`src/rtl/bus_pkg.sv`:
```
`default_nettype none
// ============================================================================
// Module   : bus_pkg
// Brief    : Shared FSM state type and default constants for bus_interconnect.
// Revision : 1.0
// ============================================================================
package bus_pkg;

    typedef enum logic [1:0] {
        ST_IDLE   = 2'd0,
        ST_ACCESS = 2'd1,
        ST_RESP   = 2'd2
    } bus_state_e;

    localparam logic [31:0] ERR_DATA_DEFAULT   = 32'hDEAD_BEEF;
    localparam int          REGION_LSB_DEFAULT = 16;

endpackage
`default_nettype wire

```
`src/rtl/bus_timer.sv`:
```
`default_nettype none
// ============================================================================
// Module   : bus_timer
// Brief    : ACCESS-phase watchdog; expired is high in the TIMEOUT-th enabled cycle.
// Revision : 1.0
// ============================================================================
module bus_timer #(
    parameter int TIMEOUT = 16
) (
    input  logic clk,
    input  logic rst,
    input  logic clear,
    input  logic enable,
    output logic expired
);

    localparam int CNT_W = $clog2(TIMEOUT);

    logic [CNT_W-1:0] cnt_q;

    always_ff @(posedge clk or posedge rst) begin
        if (rst) begin
            cnt_q <= '0;
        end else if (clear) begin
            cnt_q <= '0;
        end else if (enable) begin
            cnt_q <= cnt_q + 1'b1;
        end
    end

    assign expired = enable && (cnt_q == CNT_W'(TIMEOUT - 1));

endmodule
`default_nettype wire

```
`src/rtl/bus_interconnect.sv`:
```
`default_nettype none
// ============================================================================
// Module   : bus_interconnect
// Brief    : Single-master to N-slave address-decoded bridge with timeout.
// Revision : 1.0
// ============================================================================
module bus_interconnect
    import bus_pkg::*;
#(
    parameter int                N_SLAVES   = 4,
    parameter int                ADDR_W     = 32,
    parameter int                DATA_W     = 32,
    parameter int                REGION_LSB = REGION_LSB_DEFAULT,
    parameter int                TIMEOUT    = 16,
    parameter logic [DATA_W-1:0] ERR_DATA   = DATA_W'(ERR_DATA_DEFAULT)
) (
    input  logic                       clk,
    input  logic                       rst,
    input  logic [ADDR_W-1:0]          m_addr,
    input  logic [DATA_W-1:0]          m_wdata,
    input  logic                       m_read,
    input  logic                       m_write,
    output logic [DATA_W-1:0]          m_rdata,
    output logic                       m_ready,
    output logic                       m_err,
    output logic [N_SLAVES-1:0]        s_sel,
    output logic [ADDR_W-1:0]          s_addr,
    output logic [DATA_W-1:0]          s_wdata,
    output logic                       s_read,
    output logic                       s_write,
    input  logic [N_SLAVES*DATA_W-1:0] s_rdata,
    input  logic [N_SLAVES-1:0]        s_ready,
    output logic                       busy,
    output logic [7:0]                 err_count
);

    localparam int SEL_W = (N_SLAVES > 1) ? $clog2(N_SLAVES) : 1;
    localparam int RGN_W = ADDR_W - REGION_LSB;

    bus_state_e          state_q, state_d;
    logic [DATA_W-1:0]   m_rdata_q, m_rdata_d;
    logic                m_ready_q, m_ready_d;
    logic                m_err_q, m_err_d;
    logic [N_SLAVES-1:0] s_sel_q, s_sel_d;
    logic [ADDR_W-1:0]   s_addr_q, s_addr_d;
    logic [DATA_W-1:0]   s_wdata_q, s_wdata_d;
    logic                s_read_q, s_read_d;
    logic                s_write_q, s_write_d;
    logic [SEL_W-1:0]    region_q, region_d;
    logic                busy_q;
    logic [7:0]          err_count_q, err_count_d;

    logic                timer_clear, timer_en, timer_expired;
    logic [RGN_W-1:0]    req_region;
    logic                req_bad;
    logic [DATA_W-1:0]   slv_rdata;
    logic                slv_ready;

    assign req_region = m_addr[ADDR_W-1:REGION_LSB];
    assign req_bad    = (m_read && m_write) || (32'(req_region) >= 32'(N_SLAVES));

    // Only the latched region's ready/data are visible; other slaves are ignored.
    always_comb begin
        slv_rdata = '0;
        slv_ready = 1'b0;
        for (int i = 0; i < N_SLAVES; i++) begin
            if (SEL_W'(i) == region_q) begin
                slv_rdata = s_rdata[i*DATA_W +: DATA_W];
                slv_ready = s_ready[i];
            end
        end
    end

    bus_timer #(
        .TIMEOUT (TIMEOUT)
    ) u_timer (
        .clk     (clk),
        .rst     (rst),
        .clear   (timer_clear),
        .enable  (timer_en),
        .expired (timer_expired)
    );

    always_comb begin
        state_d     = state_q;
        m_rdata_d   = m_rdata_q;
        m_ready_d   = 1'b0;
        m_err_d     = 1'b0;
        s_sel_d     = s_sel_q;
        s_addr_d    = s_addr_q;
        s_wdata_d   = s_wdata_q;
        s_read_d    = s_read_q;
        s_write_d   = s_write_q;
        region_d    = region_q;
        err_count_d = err_count_q;
        timer_clear = 1'b0;
        timer_en    = 1'b0;

        case (state_q)
            ST_IDLE: begin
                timer_clear = 1'b1;
                if (m_read || m_write) begin
                    s_addr_d  = m_addr;
                    s_wdata_d = m_wdata;
                    region_d  = SEL_W'(req_region);
                    if (req_bad) begin
                        state_d   = ST_RESP;
                        m_ready_d = 1'b1;
                        m_err_d   = 1'b1;
                        m_rdata_d = ERR_DATA;
                    end else begin
                        state_d   = ST_ACCESS;
                        s_sel_d   = N_SLAVES'(1) << SEL_W'(req_region);
                        s_read_d  = m_read;
                        s_write_d = m_write;
                    end
                end
            end
            ST_ACCESS: begin
                timer_en = 1'b1;
                // A ready arriving in the final allowed cycle wins over the timeout.
                if (slv_ready) begin
                    state_d   = ST_RESP;
                    m_ready_d = 1'b1;
                    m_rdata_d = s_read_q ? slv_rdata : '0;
                end else if (timer_expired) begin
                    state_d   = ST_RESP;
                    m_ready_d = 1'b1;
                    m_err_d   = 1'b1;
                    m_rdata_d = ERR_DATA;
                end
                if (state_d == ST_RESP) begin
                    s_sel_d   = '0;
                    s_read_d  = 1'b0;
                    s_write_d = 1'b0;
                end
            end
            ST_RESP: begin
                state_d = ST_IDLE;
            end
            default: begin
                state_d = ST_IDLE;
            end
        endcase

        if (m_err_d && (err_count_q != 8'hFF)) begin
            err_count_d = err_count_q + 8'd1;
        end
    end

    always_ff @(posedge clk or posedge rst) begin
        if (rst) begin
            state_q     <= ST_IDLE;
            m_rdata_q   <= '0;
            m_ready_q   <= 1'b0;
            m_err_q     <= 1'b0;
            s_sel_q     <= '0;
            s_addr_q    <= '0;
            s_wdata_q   <= '0;
            s_read_q    <= 1'b0;
            s_write_q   <= 1'b0;
            region_q    <= '0;
            busy_q      <= 1'b0;
            err_count_q <= '0;
        end else begin
            state_q     <= state_d;
            m_rdata_q   <= m_rdata_d;
            m_ready_q   <= m_ready_d;
            m_err_q     <= m_err_d;
            s_sel_q     <= s_sel_d;
            s_addr_q    <= s_addr_d;
            s_wdata_q   <= s_wdata_d;
            s_read_q    <= s_read_d;
            s_write_q   <= s_write_d;
            region_q    <= region_d;
            busy_q      <= (state_d != ST_IDLE);
            err_count_q <= err_count_d;
        end
    end

    assign m_rdata   = m_rdata_q;
    assign m_ready   = m_ready_q;
    assign m_err     = m_err_q;
    assign s_sel     = s_sel_q;
    assign s_addr    = s_addr_q;
    assign s_wdata   = s_wdata_q;
    assign s_read    = s_read_q;
    assign s_write   = s_write_q;
    assign busy      = busy_q;
    assign err_count = err_count_q;

endmodule
`default_nettype wire

```
`config.mk`:
```
export PLATFORM = sky130hd
export DESIGN_NAME = bus_interconnect
export DESIGN_NICKNAME = d
export VERILOG_FILES = /design/src/rtl/bus_pkg.sv /design/src/rtl/bus_timer.sv /design/src/rtl/bus_interconnect.sv
export SDC_FILE = /design/constraint.sdc
export NUM_CORES = 1
export LEC_CHECK = 0
export ABC_AREA = 1
export BUFFER_PORTS_ARGS = -buffer_cell sky130_fd_sc_hd__clkbuf_2
export CAP_MARGIN = 25
export CORE_AREA = 2 2 153 170
export CTS_CLUSTER_SIZE = 10
export DETAILED_ROUTE_END_ITERATION = 8
export DIE_AREA = 0 0 155 172
export HOLD_SLACK_MARGIN = 0.06
export PLACE_DENSITY = 0.57
export SYNTH_ARGS = -nofsm -noshare
export SYNTH_HDL_FRONTEND = slang
export SYNTH_HIERARCHICAL = 1
export SYNTH_SLANG_ARGS = --single-unit
```
`constraint.sdc`:
```
create_clock -name clk -period 3.15 [get_ports clk]
set_input_delay 0 -clock clk [delete_from_list [all_inputs] [get_ports clk]]
set_output_delay 0 -clock clk [all_outputs]
set_load 0.005 [all_outputs]
```
Word-level counts from Yosys, hierarchy flattened
Cells that the tools add are included.

Shifts and indexed selects: 1. $lt $le $gt $ge: 1. Add/sub/neg operators: 2. Equal/unequal tests: 12. Reductions and logical operators: 13. Muxes and demuxes: 42.

Operators by type and width (number): 32-bit 2-to-1 mux (9); 32-bit one-hot mux with 2 select lines (1); 4-bit 2-to-1 mux (5); 16-bit by 3-bit >= comparator with 1-bit output, second input constant (1); 1-bit 2-to-1 mux (16); 2-bit 2-to-1 mux (5); 8-bit by 1-bit adder with 8-bit output, second input constant (1); 2-bit != test, second input constant (4); 8-bit != test, second input constant (1); 1-bit one-hot mux with 2 select lines (4); 4-bit one-hot mux with 2 select lines (1); 4-bit AND reduction (2); 2-bit nonzero test (3); 4-bit by 1-bit adder with 4-bit output, second input constant (1); 2-bit == test, first input constant (2); 4-bit == test, second input constant (1); 2-bit zero test (2); 2-bit one-hot mux with 2 select lines (1); 1-bit by 2-bit << shifter with 4-bit output, first input constant (1); 1-bit logical AND (3); 3-bit != test, second input constant (1); 1-bit by 2-bit == test with 1-bit output, first input constant (1); 2-bit by 1-bit == test with 1-bit output, second input constant (1); 2-bit == test, second input constant (1); 2 further kinds (3).

Bits in registers: 121.

Depth between registers and ports, before layout
Word-level depth: 10. Depth in mapped cells: 11. Depth with buffers taken out: 11.

Hierarchy
The synthesis kept the hierarchy.

By module, submodules not included: bus_interconnect (sequential area each 2877.8 sq um, cells each 803, area each 5915.7 sq um, instances 1); bus_timer (sequential area each 100.1 sq um, cells each 26, area each 201.4 sq um, instances 1).

Worst setup path after synthesis
Ideal clock, no wire load.

Kind: flip-flop to flip-flop. From: register state_q[1]. To: register err_count_q[6] (netlist: err_count[6]). Data required time: 3.033 ns. Setup slack: 1.397 ns. Period minus slack after synthesis: 1.753 ns. Cell stages (with the launch flop): 11. Arrival time: 1.635 ns. Path through: dfrtp_1 -> nor2_2 -> nand3_1 -> nor2_1 -> inv_1 -> nor2_1 -> nand2_1 -> nand2_2 -> nand2_2 -> nand2_1 -> nand2_1.

Cells in the longest elaborated chain, start to end: 7. Elaborated cells on any way between the ends: 8. Classes of those cells: eq/ne (1); mux (4); reduce/logical (3).

Ends and longest elaborated chain: start, declared (line bus_interconnect.sv:40) `bus_state_e state_q, state_d;`; start signal, assigned (line bus_interconnect.sv:166) `state_q <= state_d;`; 2-bit by 1-bit == test with 1-bit output (line bus_interconnect.sv:99) `case (state_q)`; 1-bit 2-to-1 mux (line bus_interconnect.sv:99); net timer_en (line bus_interconnect.sv:53) `logic timer_clear, timer_en, timer_expired;`; 1-bit logical AND (line bus_timer.sv:31) `assign expired = enable && (cnt_q == CNT_W'(TIMEOUT - 1));`; net timer_expired (line bus_interconnect.sv:53); 1-bit 2-to-1 mux (line bus_interconnect.sv:126) `end else if (timer_expired) begin`; 1-bit 2-to-1 mux (line bus_interconnect.sv:122) `if (slv_ready) begin`; 1-bit one-hot mux with 2 select lines (line bus_interconnect.sv:99); net m_err_d (line bus_interconnect.sv:43) `logic m_err_q, m_err_d;`; 1-bit logical AND (line bus_interconnect.sv:146) `if (m_err_d && (err_count_q != 8'hFF)) begin`; end signal, assigned (line bus_interconnect.sv:177) `err_count_q <= err_count_d;`; end, declared (line bus_interconnect.sv:51) `logic [7:0] err_count_q, err_count_d;`.

The timed path passes the listed nets, and every way through them passes these cells. A chain may end at the register's enable or synchronous reset.

==> impl_metrics.tcl <==
set metrics [dict create \
    ant_nets 0 \
    reg2reg_slack_ns 0.31 \
    grt_use_met2_pct 30.2 \
    yosys.area_share.simple_pct 38.8 \
    dieArea_mm2 0.0267 \
    yosys_warnings 6 \
    hold_path_class "in -> async" \
    async_flop_share_pct 100 \
    post_drt_via_cell_ratio 4.50 \
    p_clk_share_pct 34.8 \
    netlist_area_mm2 0.00612 \
    crit_start "s_addr[16]$_DFFE_PP0P_" \
    arrival_ns 3.18 \
    synth_compound_area_share_pct 5.30 \
    status "completed" \
    placedCellCount 1420 \
    clk_pin_slew_ns 0.06 \
    h-tree-depth 4 \
    num-nets-final 1443 \
    worst_pin_slew_ns 0.744 \
    setup_viol 0 \
    overflow 0 \
    synth_top_family_by_area "simple AND/OR/NAND/NOR gates" \
    finalNonFillerCells 1569 \
    grt_use_met1_pct 20.6 \
    cts_buffers 17 \
    placed_area_mm2 0.00794 \
    crit_fanout 36 \
    die_h_um 172 \
    initial_utilization_pct 24.5 \
    root_buffer "clkbuf_16" \
    cts_buffer_depth 2 \
    synth_edf_count 0 \
    p_sw_share_pct 34.3 \
    synth_cells 829 \
    synth_nets 1031 \
    layout-drive-gt1-share_pct 30.9 \
    fin_crit_ns 2.84 \
    drtPass1Iterations 5 \
    peakVddDrop_uv 351 \
    synthAdderAreaFrac_pct 0.409 \
    clock_skew_ns 0.0165 \
    whs_ns 0.0751 \
    crit_type "reg -> reg" \
    seqPwrFrac_pct 37.5 \
    synth_top_area_share_pct 48.7 \
    seq_area_frac_synth_pct 48.7 \
    syn_avg_cell_area_um2 7.38 \
    grt_max_degree 69 \
    synthXorXnorAreaFrac_pct 0.859 \
    cp_slowest_cell "dfrtp_1" \
    powerDensity_mw_per_mm2 549 \
    io_pins 313 \
    insertion_delay_ns 0.42 \
    yosysTopAreaCell "dfrtp_1" \
    cp-endpoint "m_rdata[14]$_DFFE_PP0P_" \
    synthTopCellsByCount "398 x nand2_1, 119 x dfrtp_1, 48 x nor2_1" \
    diodes 0 \
    gp_congestion 0.893 \
    utilization_pct 38.7 \
    wire_per_inst_um 15.0 \
    yosysMostFrequentCell "nand2_1" \
    p_int_mw 3.49 \
    vias 7054 \
    remaining_drc_errors 0 \
    comb_power_share_pct 27.8 \
    clock.fmax_ghz 0.352 \
    p_leak_nw 5.19 \
    worstReg2RegStart "s_addr[16]$_DFFE_PP0P_" \
    ys_top_cells_by_area "dfrtp_1 49%, nand2_1 24%, nand4_1 4.0%" \
    routed_wirelength_um 23600 \
    hold_viol 0 \
    coreArea_mm2 0.0250 \
    cpPeakStageDelay_ns 0.64 \
    required_ns 3.50 \
    grt_pass1_wl_um 36500 \
    max-cap-violations 0 \
    rsz0062_at_grt "false" \
    cts_setup_buffers 0 \
    cts_tree "built" \
    crit_path_start_kind "flop" \
    fin_area_mm2 0.00967 \
    clock_sinks 119 \
    hpwlAfterDp_um 16300 \
    post-route-period-util_pct 90.1 \
    areaGrowthSynthToFinish_pct 58.1 \
    ys_ff_latch 119 \
    met3_usage_pct 4.66 \
    synth_cell_types 26 \
    rr_worst_depth 8 \
    endpoint_kind "flop" \
    path_cells "buf_4 > o21ai_0 > nand3_1 > nand3_4 > nor2_4 > nand3_1 > dlygate4sd3_1 > nand2_1" \
    max-slew-margin-rel_pct 50.4 \
    dieWidth_um 155 \
    final.setup.tns_ns 0 \
    busiest_layer "met2" \
    rows 61 \
    p_sw_mw 1.82 \
    antenna_found_initial 0 \
    r2r_end "m_rdata[14]$_DFFE_PP0P_" \
    drt_iter0_drc 459 \
    synthMuxAreaShare_pct 0 \
    grt_pass1_vias 7055 \
    cp_common_cell "nand3_1" \
    io_buffers 312 \
    synthFlopType "dfrtp_1" \
    grt_usage_pct 17.4 \
    slew_violations 0 \
]
[worst min path at each step]
| stage | startpoint | slack, ns | cells after the start | end |
|---|---|---|---|---|
| after CTS | s_rdata[89] | 0.07 | 7 | m_rdata[25]$_DFFE_PP0P_ |
| after floorplan | rst | -0.23 | 1 | u_timer/cnt_q[0]$_DFFE_PP0P_ |
| after detailed placement | rst | -0.03 | 2 | u_timer/cnt_q[3]$_DFFE_PP0P_ |
| final | rst | 0.08 | 3 | u_timer/cnt_q[0]$_DFFE_PP0P_ |
| after global placement | rst | -0.03 | 2 | u_timer/cnt_q[3]$_DFFE_PP0P_ |
| after global routing | rst | 0.11 | 3 | u_timer/cnt_q[0]$_DFFE_PP0P_ |
[cells in the final DEF, fill, tap and decap left out, drive strengths merged]
cell,instances
nand2,401
clkbuf,330
dfrtp,119
dlygate4sd3,116
nor2,52
inv,44
nand4,39
nand3,39
o21ai,35
or2,18
o211ai,16
nor3,15
buf,11
a21oi,5
xor2,3
xnor2,3
clkinvlp,3
clkinv,3
ha,2
[repair_timing]
item,CTS,global route
setup endpoints to repair,0,4
endpoints found under the hold margin,160,0
gates resized for setup,0,1
hold buffers,116,0
[per-layer routing]
metal  wire (um)  vias to the layer above  share of wire, %
met2       11400                      312                48
li1            -                     3465                 -
met1        9830                     3245                42
met3        1790                       32               7.6
met4         552                        0               2.3
met5           0                        -                 0
[power by group through the flow]
stage | clock, mW | sequential, mW | combinational (mW)
floorplan | 0 | 1.97 | 0.706
global placement | 0 | 2.01 | 1.33
detailed placement | 0 | 2.00 | 1.33
CTS | 1.89 | 1.99 | 1.48
global route | 1.95 | 2.02 | 1.67
finish | 1.85 | 1.99 | 1.47
[metrics by stage]
step           worst slack, ns  power (mW)
3_5_place_dp             0.670        3.33
4_1_cts                  0.184        5.36
2_1_floorplan            0.106        2.68
5_1_grt                 0.0655        5.64
3_3_place_gp             0.745        3.34
6_report                 0.312        5.31
[kinds of logic after synthesis]
logic type	count (synthesis)
simple gates	564
xor+xnor	6
compound gates	56
fa+ha+maj	2
buf+inv	82
flops	119
[worst max-delay path, delay by kind of cell, from the launching register on]
family | cells | cell delay, ns
AND/OR/NAND/NOR | 5 | 1.14
flip-flops | 1 | 0.64
buffers and inverters | 2 | 0.88
AO/OA/AOI/OAI | 1 | 0.11
[state kept, by name (all words and copies together), names as in the netlist]
signal and cells:
state_q 2, s_read 1, s_wdata 32, s_write 1, s_sel 4, busy 1
m_rdata 32, err_count 8, m_err 1, s_addr 32, u_timer/cnt_q 4, m_ready 1
[final cells by class]
type	instances	area, um^2
Timing Repair Buffer	439	2820
Fill cell	2550	15300
Sequential cell	119	2980
Clock inverter	14	114
Clock buffer	18	439
Multi-Input combinational cell	628	2790
Inverter	36	138
Tap cell	315	394
Power figures use the tool's default switching activity.
